==> src/rtl/imem_loader.sv <==
// Byte-stream boot loader: header byte N, then 4N big-endian payload bytes written as N words.
// Optional trailer checksum (running XOR of payload) enabled by defining IMEM_LOADER_CHECKSUM_EN.
module imem_loader #(
  parameter int  INSTR_MEM_SIZE = 32,
  localparam int AW = (INSTR_MEM_SIZE > 1) ? $clog2(INSTR_MEM_SIZE) : 1
) (
  input  logic          clock,
  input  logic          reset,
  input  logic          in_valid,
  input  logic [7:0]    in_byte,
  output logic          in_ready,
  output logic          imem_we,
  output logic [AW-1:0] imem_addr,
  output logic [31:0]   imem_wdata,
  output logic          cpu_run,
  output logic          error
);

  localparam int CW = AW + 1;

  typedef enum logic [2:0] {
    S_IDLE,
    S_LOAD,
`ifdef IMEM_LOADER_CHECKSUM_EN
    S_CHECK,
`endif
    S_DONE,
    S_ERROR
  } state_t;

  state_t        state;
  logic [1:0]    byte_cnt;
  logic [AW-1:0] word_cnt;
  logic [CW-1:0] num_words;
  logic [23:0]   acc_p0;
  logic          take;
  logic          last_word;
`ifdef IMEM_LOADER_CHECKSUM_EN
  logic [7:0]    csum;
`endif

  // A header is a word count between 1 and the memory depth.
  function automatic logic hdr_ok(input logic [7:0] b);
    return (b != 8'd0) && (int'(b) <= INSTR_MEM_SIZE);
  endfunction

  assign take      = in_valid && in_ready;
  assign last_word = (({1'b0, word_cnt} + CW'(1)) == num_words);

  always_ff @(posedge clock) begin
    if (!reset) begin
      state      <= S_IDLE;
      byte_cnt   <= '0;
      word_cnt   <= '0;
      num_words  <= '0;
      imem_we    <= 1'b0;
      imem_addr  <= '0;
      imem_wdata <= '0;
      cpu_run    <= 1'b0;
      error      <= 1'b0;
      in_ready   <= 1'b1;
`ifdef IMEM_LOADER_CHECKSUM_EN
      csum       <= '0;
`endif
    end else begin
      imem_we <= 1'b0;
      unique case (state)
        S_IDLE: begin
          if (take) begin
            if (hdr_ok(in_byte)) begin
              num_words <= CW'(in_byte);
              byte_cnt  <= '0;
              word_cnt  <= '0;
`ifdef IMEM_LOADER_CHECKSUM_EN
              csum      <= '0;
`endif
              state     <= S_LOAD;
            end else begin
              state    <= S_ERROR;
              error    <= 1'b1;
              in_ready <= 1'b0;
            end
          end
        end
        // Byte assembly stage: three bytes held in acc_p0, the fourth completes the word.
        S_LOAD: begin
          if (take) begin
            byte_cnt <= byte_cnt + 2'd1;
`ifdef IMEM_LOADER_CHECKSUM_EN
            csum     <= csum ^ in_byte;
`endif
            if (byte_cnt == 2'd3) begin
              imem_we    <= 1'b1;
              imem_addr  <= word_cnt;
              imem_wdata <= {acc_p0, in_byte};
              if (last_word) begin
`ifdef IMEM_LOADER_CHECKSUM_EN
                state    <= S_CHECK;
`else
                state    <= S_DONE;
                in_ready <= 1'b0;
`endif
              end else begin
                word_cnt <= word_cnt + AW'(1);
              end
            end else begin
              acc_p0 <= {acc_p0[15:0], in_byte};
            end
          end
        end
`ifdef IMEM_LOADER_CHECKSUM_EN
        S_CHECK: begin
          if (take) begin
            in_ready <= 1'b0;
            if (in_byte == csum) begin
              state   <= S_DONE;
              cpu_run <= 1'b1;
            end else begin
              state <= S_ERROR;
              error <= 1'b1;
            end
          end
        end
`endif
        // cpu_run rises one cycle after the final write pulse.
        S_DONE: begin
          cpu_run  <= 1'b1;
          in_ready <= 1'b0;
        end
        S_ERROR: begin
          in_ready <= 1'b0;
          cpu_run  <= 1'b0;
        end
        default: begin
          state    <= S_IDLE;
          in_ready <= 1'b1;
        end
      endcase
    end
  end

endmodule

==> config.mk <==
export PLATFORM = sky130hd
export DESIGN_NAME = imem_loader
export DESIGN_NICKNAME = d
export VERILOG_FILES = /design/src/rtl/imem_loader.sv
export SDC_FILE = /design/constraint.sdc
export NUM_CORES = 1
export LEC_CHECK = 0
export CORE_MARGIN = 10
export CORE_UTILIZATION = 52
export DETAILED_ROUTE_END_ITERATION = 6
export HOLD_SLACK_MARGIN = 0.06
export PLACE_DENSITY = 0.79
export SLEW_MARGIN = 15
export SYNTH_ARGS = -nofsm -noshare
export SYNTH_HDL_FRONTEND = slang
export SYNTH_SLANG_ARGS = --single-unit
==> constraint.sdc <==
create_clock -name clock -period 4 [get_ports clock]
set_clock_uncertainty 0.05 [all_clocks]
set_input_delay 0.8 -clock clock [delete_from_list [all_inputs] [get_ports clock]]
set_output_delay 0.8 -clock clock [all_outputs]
set_load 0.05 [all_outputs]
# After elaboration in Yosys (flattened, before gate mapping)
# Index checks and enable logic that the tools add are counted.
# word_totals
memories	0
latchBits	0
input_bits	11
ff_bits	81
romBits	0
out_inout_bits	41
ram_bits	0
elab_cells	70
# op_classes
shift	0
addsub	3
mux	24
n_reduce_logical	16
n_mul	0
magnitude_cmp	1
div	0
bitwise_logic	3
n_eq_ne	12
# op_table
cell	n
$mux W5	5
$ne A2 B2 Y1 const B	7
$mux W3	4
$reduce_and A3 Y1	4
$pmux W5 S2	1
$reduce_and A5 Y1	2
$pmux W3 S3	1
$le A8 B6 Y1 const B	1
$mux W2	4
$reduce_and A4 Y1	2
$reduce_bool A8 Y1	1
$add A5 B1 Y6 const B	1
$eq A3 B2 Y1 const B	2
$eq A6 B6 Y1	1
$mux W1	6
$reduce_and A6 Y1	1
$add A5 B1 Y5 const B	1
$pmux W2 S2	1
$reduce_bool A2 Y1	2
$eq A3 B1 Y1 const B	1
$logic_not A3 Y1	1
$not A1 Y1	3
$pmux W1 S3	1
$add A2 B1 Y2 const B	1
4 further kinds	5

# Longest topological paths before layout
# Gate-level depths: netlist of run 1.
# logic_depth
depth_word	6
depth_mapped	8
mapped_depth_nobuf	7

# Worst setup path before layout of run 1
# Ideal clock, no wire load.
# synth_timing
kind	in2reg
from	input port in_valid
to	register acc_p0[0], enable pin
setup_time_ns	0.435
required_ns	3.515
path_slack_ns	0.601
path_buffers	0
path_stages	4
arrival_time_ns	2.914
path_cell_list	nand2_1 > nor2_1 > nand2_1 > nor3_1
# synth_via
elab_chain_len	2
# synth_rtl
element	line_no	source
start: declaration	9	input logic in_valid,
$logic_and A1 B1 Y1	47	assign take = in_valid && in_ready;
$reduce_and A4 Y1 (no line)	-	
end signal: assignment	107	acc_p0 <= {acc_p0[15:0], in_byte};
end: declaration	35	logic [23:0] acc_p0;
# Every way passes these cells.
# A chain may end at the register's enable or synchronous reset.

# Worst setup path in the final report of run 1
# layout_timing
from	input port in_byte[1]
to	register num_words[5]
# layout_via
elab_chain_len	3
elab_cells_between_ends	4
cone_classes	order compare: 1; reduce/logical: 3
# layout_rtl
element	line_no	source
start: declaration	10	input logic [7:0] in_byte,
$le A8 B6 Y1 or $reduce_bool A8 Y1 (tied branches)	44	return (b != 8'd0) && (int'(b) <= INSTR_MEM_SIZE);
$logic_and A1 B1 Y1 (*)	44	
$reduce_and A3 Y1 (no line) (*)	-	
end signal: assignment	71	num_words <= CW'(in_byte);
end: declaration	34	logic [CW-1:0] num_words;
# Mark *: on every way between the ends. The rest lies on a longest branch, timed or not.

==> results of run 1 <==
[critical path, stage by stage]
cell and delay, ns:
clkdlybuf4s50_1 0.48, or4_1 0.56, or3_4 0.40, a2111oi_4 0.69
mux2i_1 0.28, nor2_1 0.07
[where the power goes]
part / switching, uW / internal (uW)
Combinational: 47.7 / 26.8
Clock: 282 / 341
Sequential: 10.9 / 843
Total: 341 / 1210
[metal layers]
| metal | global-route usage (%) | up-vias | wire length (um) |
|---|---|---|---|
| li1 | - | 1140 | - |
| met1 | 17.16 | 1078 | 2732 |
| met2 | 22.23 | 76 | 3194 |
| met3 | 5.420 | 4 | 565 |
| met4 | 5.897 | 0 | 40 |
| met5 | 0 | - | 0 |
[final timing paths]
path / to / slack [ns] / from / cells past startpoint
worst max-delay path: num_words[5]$_SDFFE_PN0P_ / 0.86 / in_byte[1] / 6
worst min-delay path: acc_p0[19]$_DFFE_PP_ / 0.40 / acc_p0[11]$_DFFE_PP_ / 0
worst max register to register: word_cnt[4]$_SDFFE_PN0P_ / 1.51 / word_cnt[0]$_SDFFE_PN0P_ / 7
worst min register to register: acc_p0[19]$_DFFE_PP_ / 0.40 / acc_p0[11]$_DFFE_PP_ / 0
[sequential cells by signal, summed over array words and instances (netlist names)]
register    cells
state           2
imem_we         1
byte_cnt        2
word_cnt        5
imem_addr       5
imem_wdata     32
error           1
acc_p0         24
cpu_run         1
in_ready        1
num_words       6
[metrics by stage]
stage          util [%]  hold WS, ns  worst slack (ns)  power (uW)  instances
3_3_place_gp      63.84       0.3781            0.6186       945.7        413
6_report          67.86       0.4009            0.8578        1552        429
5_1_grt           67.86       0.4162            0.7577        1603        429
4_1_cts           67.86       0.4015            0.8610        1565        429
3_5_place_dp      63.84       0.3837            0.5530       946.8        413
2_1_floorplan         -       0.3762            0.6009       917.4        303
[area by class of cell]
type | count | area [um2] | area share [%]
clock buffers | 14 | 206.4 | 5.491
clock inverters | 2 | 16.27 | 0.4326
inverters | 3 | 11.26 | 0.2995
multi-input cells | 204 | 1061 | 28.22
flip-flops and latches | 80 | 1842 | 48.99
well taps | 72 | 90.09 | 2.396
repair buffers | 54 | 533.0 | 14.18
[logic make-up (layout without fill, tap and decap cells)]
logic type	count (synthesis)	in the layout	share of synthesized area, %
adders and majority gates	2	2	0.8427
muxes	7	7	2.360
xor gates and xnor gates	5	5	1.475
DFF	80	80	62.03
buffers and inverters	19	73	2.402
and+or+nand+nor	128	128	18.33
AOI/OAI and AO/OA	62	62	12.56
[placed cells by master (no fill, tap or decap), drive strengths merged, types with 2 or more instances in the layout]
cell type and n:
a211oi 2, a21oi 41, buf 3, clkbuf 14
clkdlybuf4s50 51, dfxtp 56, edfxtp 24, ha 2
inv 3, mux2i 7, nand2 85, nand3 4
nor2 20, nor3 5, o21ai 7, o31ai 2
or3 3, or4 2, xnor2 4
==> results.md, run 1 <==
- Run status: completed
- Worst slew pin tran: 0.8620 ns
- MaxCap Viol Count: 0
- Post-synth EDFFs: 24
- Net count, final: 365
- Syn Area/Cell: approximately 9.8 um2
- Crit share post-route: 78.56%
- Dpl hpwl: 4469 um
- GPL Wtd Cong: a little under 0.9
- Sink Count: 80
- Top post-synthesis cells by count: 85 x nand2_1, 56 x dfxtp_1, 41 x a21oi_1
- Worst path arrival time: 3.28 ns
- Port-buffer cells: 51
- Final wirelength: 6533 um
- Iteration-0 DRC Markers: 144
- Clock-pin slew on the worst setup and hold paths: 0.07 ns
- Pin count of the biggest net entering global routing: 51
- Hold Buf Count CTS: 0
- Clk_lat worst skew: approximately 0.34 ns
- GRT Util Overall: 14.20%
- Final Hold Viols: 0
- Slew Limit Fails: 0
- Critical Path RT: slightly above 4 ns
- Vias: 2,298
- Filler Cell Count: 460
- Synth Net Count: approximately 320
- Vias per cell: approximately 5.4
- Peak supply drop: 0.2737 mV
- Top FF cell, synth: dfxtp_1
- Post-synth cell types: 41
- Drt wl/cell: 15.23 um
- Top cells by area, synth: dfxtp_1 38%, edfxtp_1 24%, nand2_1 11%
- ANT cells: 0
- Die height: 95.57 um
- Vias in the first global route: 2,179
- FF+latch count, synth: 80
- Initial Util: 53.59%
- Max H-tree Level: 3
- First-pass GRT wire length: 10,290 um
- Sequential fraction of the synthesis area: 62.03%
- Crit Path Class: in2reg
- CTS tree: built
- Cts repair resizes: 0
- Ys async rst share: 0%
- CP max FO: 7
- FMAX: 318.2 MHz
- Max Root-Sink Buffers: 2
- Most frequent cell after synthesis: nand2_1
- Cell type with the largest total area after synthesis: dfxtp_1
- Post-Layout Inst Area: ~0.0038 mm2
- Synth warn: 0
- Fin Setup TNS: 0 ns
- Number of placement rows: 27
- PD cells: approximately 410 mW/mm2
- Layout cells sized above 1: 6.723%
- DRT Pass-1 Iters: 4
- I/O pin total: 52
- CP Capture Type: flop
- Post-CTS Setup Bufs: 0
- Startpoint Class: input port
- Clk root buf: clkbuf_8
- Core Region: ~0.0055 mm2
- Tmin final: 3.142 ns
- Cell area after synthesis: 0.002969 mm2
- Die ar.: 0.009133 mm2
- Final Setup Violations: 0
- ANT nets after route: 0
- RSZ-0062 raised after global routing: no
- CTS Buf Count: 9
- Leakage power: approximately 0.0012 uW
- Slew HR: a little over two fifths
- Synth Instances: about 300
- Share of the synthesized area in the top cell type: 37.76%
- Grt total ovfl: 0
- Die width: 95.57 um
- Residual DRC count: 0
- Placed inst area: 0.003537 mm2
- Worst hold path class: reg2reg
- Initial antenna violation count: 0
- Synthesis-to-finish area growth: 26.63%
No activity file was read; power rests on OpenSTA's default activity.
==> run 2, diff against run 1 <==
--- a/config.mk
+++ b/config.mk
@@ -6,10 +6,10 @@
 export NUM_CORES = 1
 export LEC_CHECK = 0
 export CORE_MARGIN = 10
-export CORE_UTILIZATION = 52
+export CORE_UTILIZATION = 47
 export DETAILED_ROUTE_END_ITERATION = 6
 export HOLD_SLACK_MARGIN = 0.06
-export PLACE_DENSITY = 0.79
+export PLACE_DENSITY = 0.75
 export SLEW_MARGIN = 15
 export SYNTH_ARGS = -nofsm -noshare
 export SYNTH_HDL_FRONTEND = slang
==> constraint.sdc (replaced) <==
create_clock -name clock -period 2.57 [get_ports clock]
set_clock_uncertainty 0.05 [all_clocks]
set_input_delay 0.514 -clock clock [delete_from_list [all_inputs] [get_ports clock]]
set_output_delay 0.514 -clock clock [all_outputs]
set_load 0.05 [all_outputs]
==> run 2 against run 1 <==
Effect of this change: sequential share of layout area shrank 2.1 points; sequential cell count is the same; critical path depth grew 1; clock power grew 45%; via count grew 4.0%; critical path type unchanged; largest power group unchanged.
==> results.md, run 2 (synthesized netlist as in run 1, its figures left out) <==
- Vias in the first global route: 2,416 (+11%)
- Hold Startpoint: acc_p0[3]$_DFFE_PP_
- Fin Setup TNS: 0 ns (unchanged)
- Die ar.: 0.009896 mm2 (+8.4%)
- CTS Buf Count: 9 (unchanged)
- GRT Util Overall: 14.15% (-0.053 points)
- Drt wl/cell: 15.23 um (about the same)
- FF-to-FF setup slack: 0.36 ns (-1.15 ns)
- Synthesis-to-finish area growth: 32.36%
- Critical Path RT: 2.75 ns (-1.39 ns)
- Crit Path Class: in2reg
- Core Region: 0.006026 mm2 (+8.8%)
- Initial antenna violation count: 0 (unchanged)
- CP max FO: 3 (-4)
- Reg2reg start: word_cnt[0]$_SDFFE_PN0P_
- Clk root buf: clkbuf_8
- MaxCap Viol Count: 0 (unchanged)
- Clk_lat worst skew: 0.34 ns (about the same)
- Crit-path max cell delay: 0.55 ns (-0.14 ns)
- PD cells: 604.1 mW/mm2 (+46%)
- Net count, final: 383 (+4.9%)
- Crit share post-route: ~97%
- Final Hold Viols: 0 (unchanged)
- Pin count of the biggest net entering global routing: 50 (-2.0%)
- Worst hold path class: reg2reg
- Final wirelength: 6854 um (+4.9%)
- Iteration-0 DRC Markers: 99 (-31%)
- Hold WS: 0.4008 ns (-0.0001340 ns)
- Hold endpoint: acc_p0[11]$_DFFE_PP_
- CP Capture Type: flop
- Crit path cell chain: clkdlybuf4s50_1 -> or4_4 -> or3_4 -> nand2_2 -> o21ai_1 -> a211o_1 -> a311o_1
- DRT Pass-1 Iters: 4 (unchanged)
- Initial Util: 49.27% (-4.3 points)
- Startpoint Class: input port
- Sink Count: 80 (unchanged)
- Vias per cell: 5.311 (-0.85%)
- Max Root-Sink Buffers: 2 (unchanged)
- Commonest non-fill, non-tap cell in the layout: nand2_1
- Most frequent cells in the layout: 84 x nand2_1, 56 x dfxtp_1, 49 x clkdlybuf4s50_1, 41 x a21oi_1, 24 x edfxtp_1
- Clock-pin slew on the worst setup and hold paths: 0.08 ns (about the same)
- Run status: completed
- Biggest register: imem_wdata
- ANT cells: 0 (unchanged)
- Dpl hpwl: 4708 um (+5.3%)
- Slew HR: 65.31% (+23 points)
- Vias: 2,390 (+4.0%)
- First-pass GRT wire length: 11,430 um (+11%)
- Port-buffer cells: 51 (unchanged)
- Hold-critical path depth: 0 (unchanged)
- Final Setup Violations: 0 (unchanged)
- Worst slew pin tran: 0.5188 ns (-0.3432 ns)
- Largest registers: imem_wdata x32, acc_p0 x24, num_words x6
- FMAX: about 400 MHz
- Layout cells sized above 1: 12.27% (+5.5 points)
- Residual DRC count: 0 (unchanged)
- Reg2reg path depth: 7 (unchanged)
- Max reg flops: 32 (unchanged)
- Tmin final: 2.492 ns
- Max H-tree Level: 3 (unchanged)
- GPL Wtd Cong: 0.9101 (+3.5%)
- Max stage delay cell, worst path: or4_4
- Worst path arrival time: 2.67 ns (-0.61 ns)
- Filler Cell Count: 497 (+8.0%)
- Peak supply drop: 0.3700 mV (+35%)
- Leakage power: 0.001359 uW (+8.9%)
- Die height: 99.48 um (+4.1%)
- Grt total ovfl: 0 (unchanged)
- CTS tree: built
- ANT nets after route: 0 (unchanged)
- Reg2reg end: word_cnt[4]$_SDFFE_PN0P_
- Number of placement rows: 28 (+3.7%)
- RSZ-0062 raised after global routing: no
- I/O pin total: 52 (unchanged)
- Slew Limit Fails: 0 (unchanged)
- Die width: 99.48 um (+4.1%)
run 2: cell type report:
type                    count  area [um2]  share of cell area [%]
multi-input cells         204        1074                   27.32
clock inverters             7       71.32                   1.815
inverters                   3       11.26                  0.2865
clock buffers               9       123.9                   3.152
well taps                  75       93.84                   2.388
repair buffers             72       714.4                   18.18
flip-flops and latches     80        1842                   46.86
run 2: repair_timing:
item,CTS,global route
endpoints found under the setup margin,0,8
hold buffers,0,0
setup buffers,0,0
gates resized for setup,0,5
endpoints found under the hold margin,0,0
run 2: how the worst max path moves through the flow:
stage                    start                         to  slack [ns]  cells past startpoint
floorplan           in_byte[1]  num_words[0]$_SDFFE_PN0P_        0.08                      5
global placement    in_byte[1]  num_words[2]$_SDFFE_PN0P_       -0.33                      7
detailed placement  in_byte[1]   word_cnt[4]$_SDFFE_PN0P_       -0.36                      7
CTS                 in_byte[1]   word_cnt[4]$_SDFFE_PN0P_        0.01                      7
global route        in_byte[1]   word_cnt[4]$_SDFFE_PN0P_        0.04                      7
finish              in_byte[1]   word_cnt[4]$_SDFFE_PN0P_        0.08                      7
run 2: metrics by stage:
step	util [%]	instances	cell area [um2]	setup WS, ns	power (uW)
2_1_floorplan	-	303	2980	0.08436	1429
3_3_place_gp	61.73	434	3720	-0.3253	1497
3_5_place_dp	61.73	434	3720	-0.3617	1499
4_1_cts	64.97	450	3915	0.01175	2401
5_1_grt	65.22	450	3930	0.03682	2466
6_report	65.22	450	3930	0.07799	2374
run 2: where the power goes:
group	internal [uW]	switching (uW)	total [uW]
combinational	60.5	82.1	143
sequential	1310	17.5	1330
clock	450	452	902
total	1820	551	2370
run 2: metal layers:
layer  global-route usage (%)  wire length [um]  vias up
met5                        0                 0        -
met4                    5.182               117        0
met3                    5.260               485       11
met2                    23.65              3411       70
met1                    16.15              2839     1135
li1                         -                 -     1174
run 2: critical path: cells and delay by family:
family                 cells  cell delay (ns)
AOI/OAI and AO/OA          3             0.74
and+or+nand+nor            3             1.01
buffers and inverters      1             0.41
==> run 3, diff against run 2 <==
--- a/config.mk
+++ b/config.mk
@@ -9,7 +9,7 @@
 export CORE_UTILIZATION = 47
 export DETAILED_ROUTE_END_ITERATION = 6
 export HOLD_SLACK_MARGIN = 0.06
-export PLACE_DENSITY = 0.75
+export PLACE_DENSITY = 0.83
 export SLEW_MARGIN = 15
 export SYNTH_ARGS = -nofsm -noshare
 export SYNTH_HDL_FRONTEND = slang
==> run 3 against run 2 <==
Effect of this change: clock power up 0.4%; combinational power barely moved; non-clock buffer count up 2; die area stayed put; clock-buffer cell count rose by 3; global-route usage increased by 0.20 points; worst setup slack is essentially flat; critical path depth stayed put.
==> results.md, run 3 (synthesized netlist as in run 1, its figures left out) <==
- Run status: completed
- Vias: 2,354 (-1.5%)
- CP Capture Type: flop
- Clk_lat worst skew: 0.35 ns (about the same)
- Biggest register: imem_wdata
- Initial Util: 49.27% (unchanged)
- MaxCap Viol Count: 0 (unchanged)
- Core Region: 0.006026 mm2 (unchanged)
- Final Setup Violations: 0 (unchanged)
- Fin Setup TNS: 0 ns (unchanged)
- Number of placement rows: 28 (unchanged)
- Leakage power: 0.001327 uW (-2.4%)
- Max stage delay cell, worst path: clkdlybuf4s50_1
- Cts repair resizes: 0 (unchanged)
- Clock-pin slew on the worst setup and hold paths: 0.08 ns (about the same)
- Max reg flops: 32 (unchanged)
- Sw Share: 23.16% (-0.052 points)
- Final wirelength: 6896 um (+0.61%)
- Largest registers: imem_wdata x32, acc_p0 x24, num_words x6
- CTS tree: built
- ANT nets after route: 0 (unchanged)
- Vias in the first global route: 2,351 (-2.7%)
- Grt total ovfl: 0 (unchanged)
- FMAX: 401.3 MHz (about the same)
- Crit Path Class: in2reg
- ANT cells: 0 (unchanged)
- PD cells: 607.4 mW/mm2 (+0.55%)
- Iteration-0 DRC Markers: 90 (-9.1%)
- Max H-tree Level: 3 (unchanged)
- Internal Pwr Total: 1827 uW (+0.24%)
- Critical Path RT: 2.76 ns (about the same)
- Worst path arrival time: 2.68 ns (about the same)
- Power share of the combinational group: 6.0% (about the same)
- Final Hold Viols: 0 (unchanged)
- GPL Wtd Cong: 0.9569 (+5.1%)
- Crit share post-route: 96.97% (about the same)
- Post-CTS Setup Bufs: 0 (unchanged)
- Worst path top cell family by delay: simple AND/OR/NAND/NOR gates
- Residual DRC count: 0 (unchanged)
- Die width: 99.48 um (unchanged)
- Part of the power in registers: 55.9% (about the same)
- Synthesis-to-finish area growth: 31.86%
- Worst path buffer plus inverter count: 1 (unchanged)
- DRT Pass-1 Iters: 4 (unchanged)
- CTS Buf Count: 9 (unchanged)
- Max Root-Sink Buffers: 2 (unchanged)
- Layout cells sized above 1: 11.41% (-0.86 points)
- First-pass GRT wire length: 11,630 um (+1.8%)
- Clk root buf: clkbuf_8
- Sink Count: 80 (unchanged)
- Die ar.: 0.009896 mm2 (unchanged)
- Most frequent cells in the layout: 85 x nand2_1, 56 x dfxtp_1, 51 x clkdlybuf4s50_1, 41 x a21oi_1, 24 x edfxtp_1
- Worst hold path class: reg2reg
- Slew Limit Fails: 0 (unchanged)
- Slew HR: 65.34% (about the same)
- Cell total after placement: 436 (+0.46%)
- Placed inst area: 0.003722 mm2 (about the same)
- Vias per cell: 5.208 (-1.9%)
- Drt wl/cell: 15.26 um (+0.17%)
- Port-buffer cells: 51 (unchanged)
- Peak supply drop: 0.2987 mV (-19%)
- Initial antenna violation count: 0 (unchanged)
- GRT Util Overall: 14.35% (+0.20 points)
- Die height: 99.48 um (unchanged)
- CP max FO: 4 (+1)
- Hold Buf Count CTS: 0 (unchanged)
- Tmin final: 2.492 ns (+0.0001053 ns)
- Worst slew pin tran: 0.5183 ns (-0.0004424 ns)
- Startpoint Class: input port
- I/O pin total: 52 (unchanged)
- Sw Pwr: 550.8 uW (about the same)
- Crit path cell chain: clkdlybuf4s50_1 -> or4_1 -> or3_4 -> nand2_1 -> o21ai_1 -> a211o_1 -> a311o_1
- Dpl hpwl: 4881 um (+3.7%)
- Net count, final: 385 (+0.52%)
- Clock share of power: 38.1% (about the same)
- Finished Layout Cells: 452 (+0.44%)
- Post-Layout Inst Area: 0.003915 mm2 (-0.38%)
- FF-to-FF setup slack: 0.33 ns (-0.03 ns)
- Commonest non-fill, non-tap cell in the layout: nand2_1
- Crit-path max cell delay: 0.50 ns (-0.05 ns)
- Pin count of the biggest net entering global routing: 39 (-22%)
## run 3: cell count changes in the layout (fill, tap and decap cells not counted), sizes merged
cell | previous run | this run
clkinvlp | 0 | 2
clkinv | 5 | 0
dlymetal6s2s | 2 | 0
clkdlybuf4s50 | 49 | 51
clkbuf | 9 | 12
buf | 21 | 23
## run 3: per-layer routing
layer | wire length, um | up-vias | GRT usage, %
li1 | - | 1183 | -
met1 | 2927 | 1093 | 16.76
met2 | 3328 | 65 | 23.30
met3 | 522 | 13 | 5.467
met4 | 117 | 0 | 5.513
met5 | 0 | - | 0
## run 3: final cells by class
type | count | area, um2
fillers | 480 | 2111
clock inverters | 4 | 53.80
multi-input cells | 204 | 1067
repair buffers | 74 | 711.9
well taps | 75 | 93.84
flip-flops and latches | 80 | 1842
clock buffers | 12 | 135.1
inverters | 3 | 11.26
## run 3: worst paths after layout
check,from,end,cells after the start
setup / recovery,in_byte[4],word_cnt[4]$_SDFFE_PN0P_,7
hold / removal,acc_p0[5]$_DFFE_PP_,acc_p0[13]$_DFFE_PP_,0
setup reg to reg,word_cnt[1]$_SDFFE_PN0P_,word_cnt[4]$_SDFFE_PN0P_,7
hold reg to reg,acc_p0[5]$_DFFE_PP_,acc_p0[13]$_DFFE_PP_,0
## run 3: power groups by stage
| stage | combinational, uW | clock [uW] | sequential, uW |
|---|---|---|---|
| floorplan | 62.5 | 0 | 1370 |
| global route | 154 | 964 | 1330 |
| global placement | 139 | 0 | 1360 |
| finish | 142 | 906 | 1330 |
| CTS | 142 | 921 | 1330 |
| detailed placement | 141 | 0 | 1360 |
## run 3: stage by stage
stage	hold slack, ns	power (uW)	utilization (%)	worst slack [ns]
after global placement	0.3793	1497	61.77	-0.2758
after CTS	0.4044	2393	64.91	0.03769
final	0.4032	2378	64.97	0.07788
after floorplan	0.3762	1429	-	0.08436
after global routing	0.4142	2452	64.97	-0.001599
after detailed placement	0.3830	1500	61.77	-0.3412
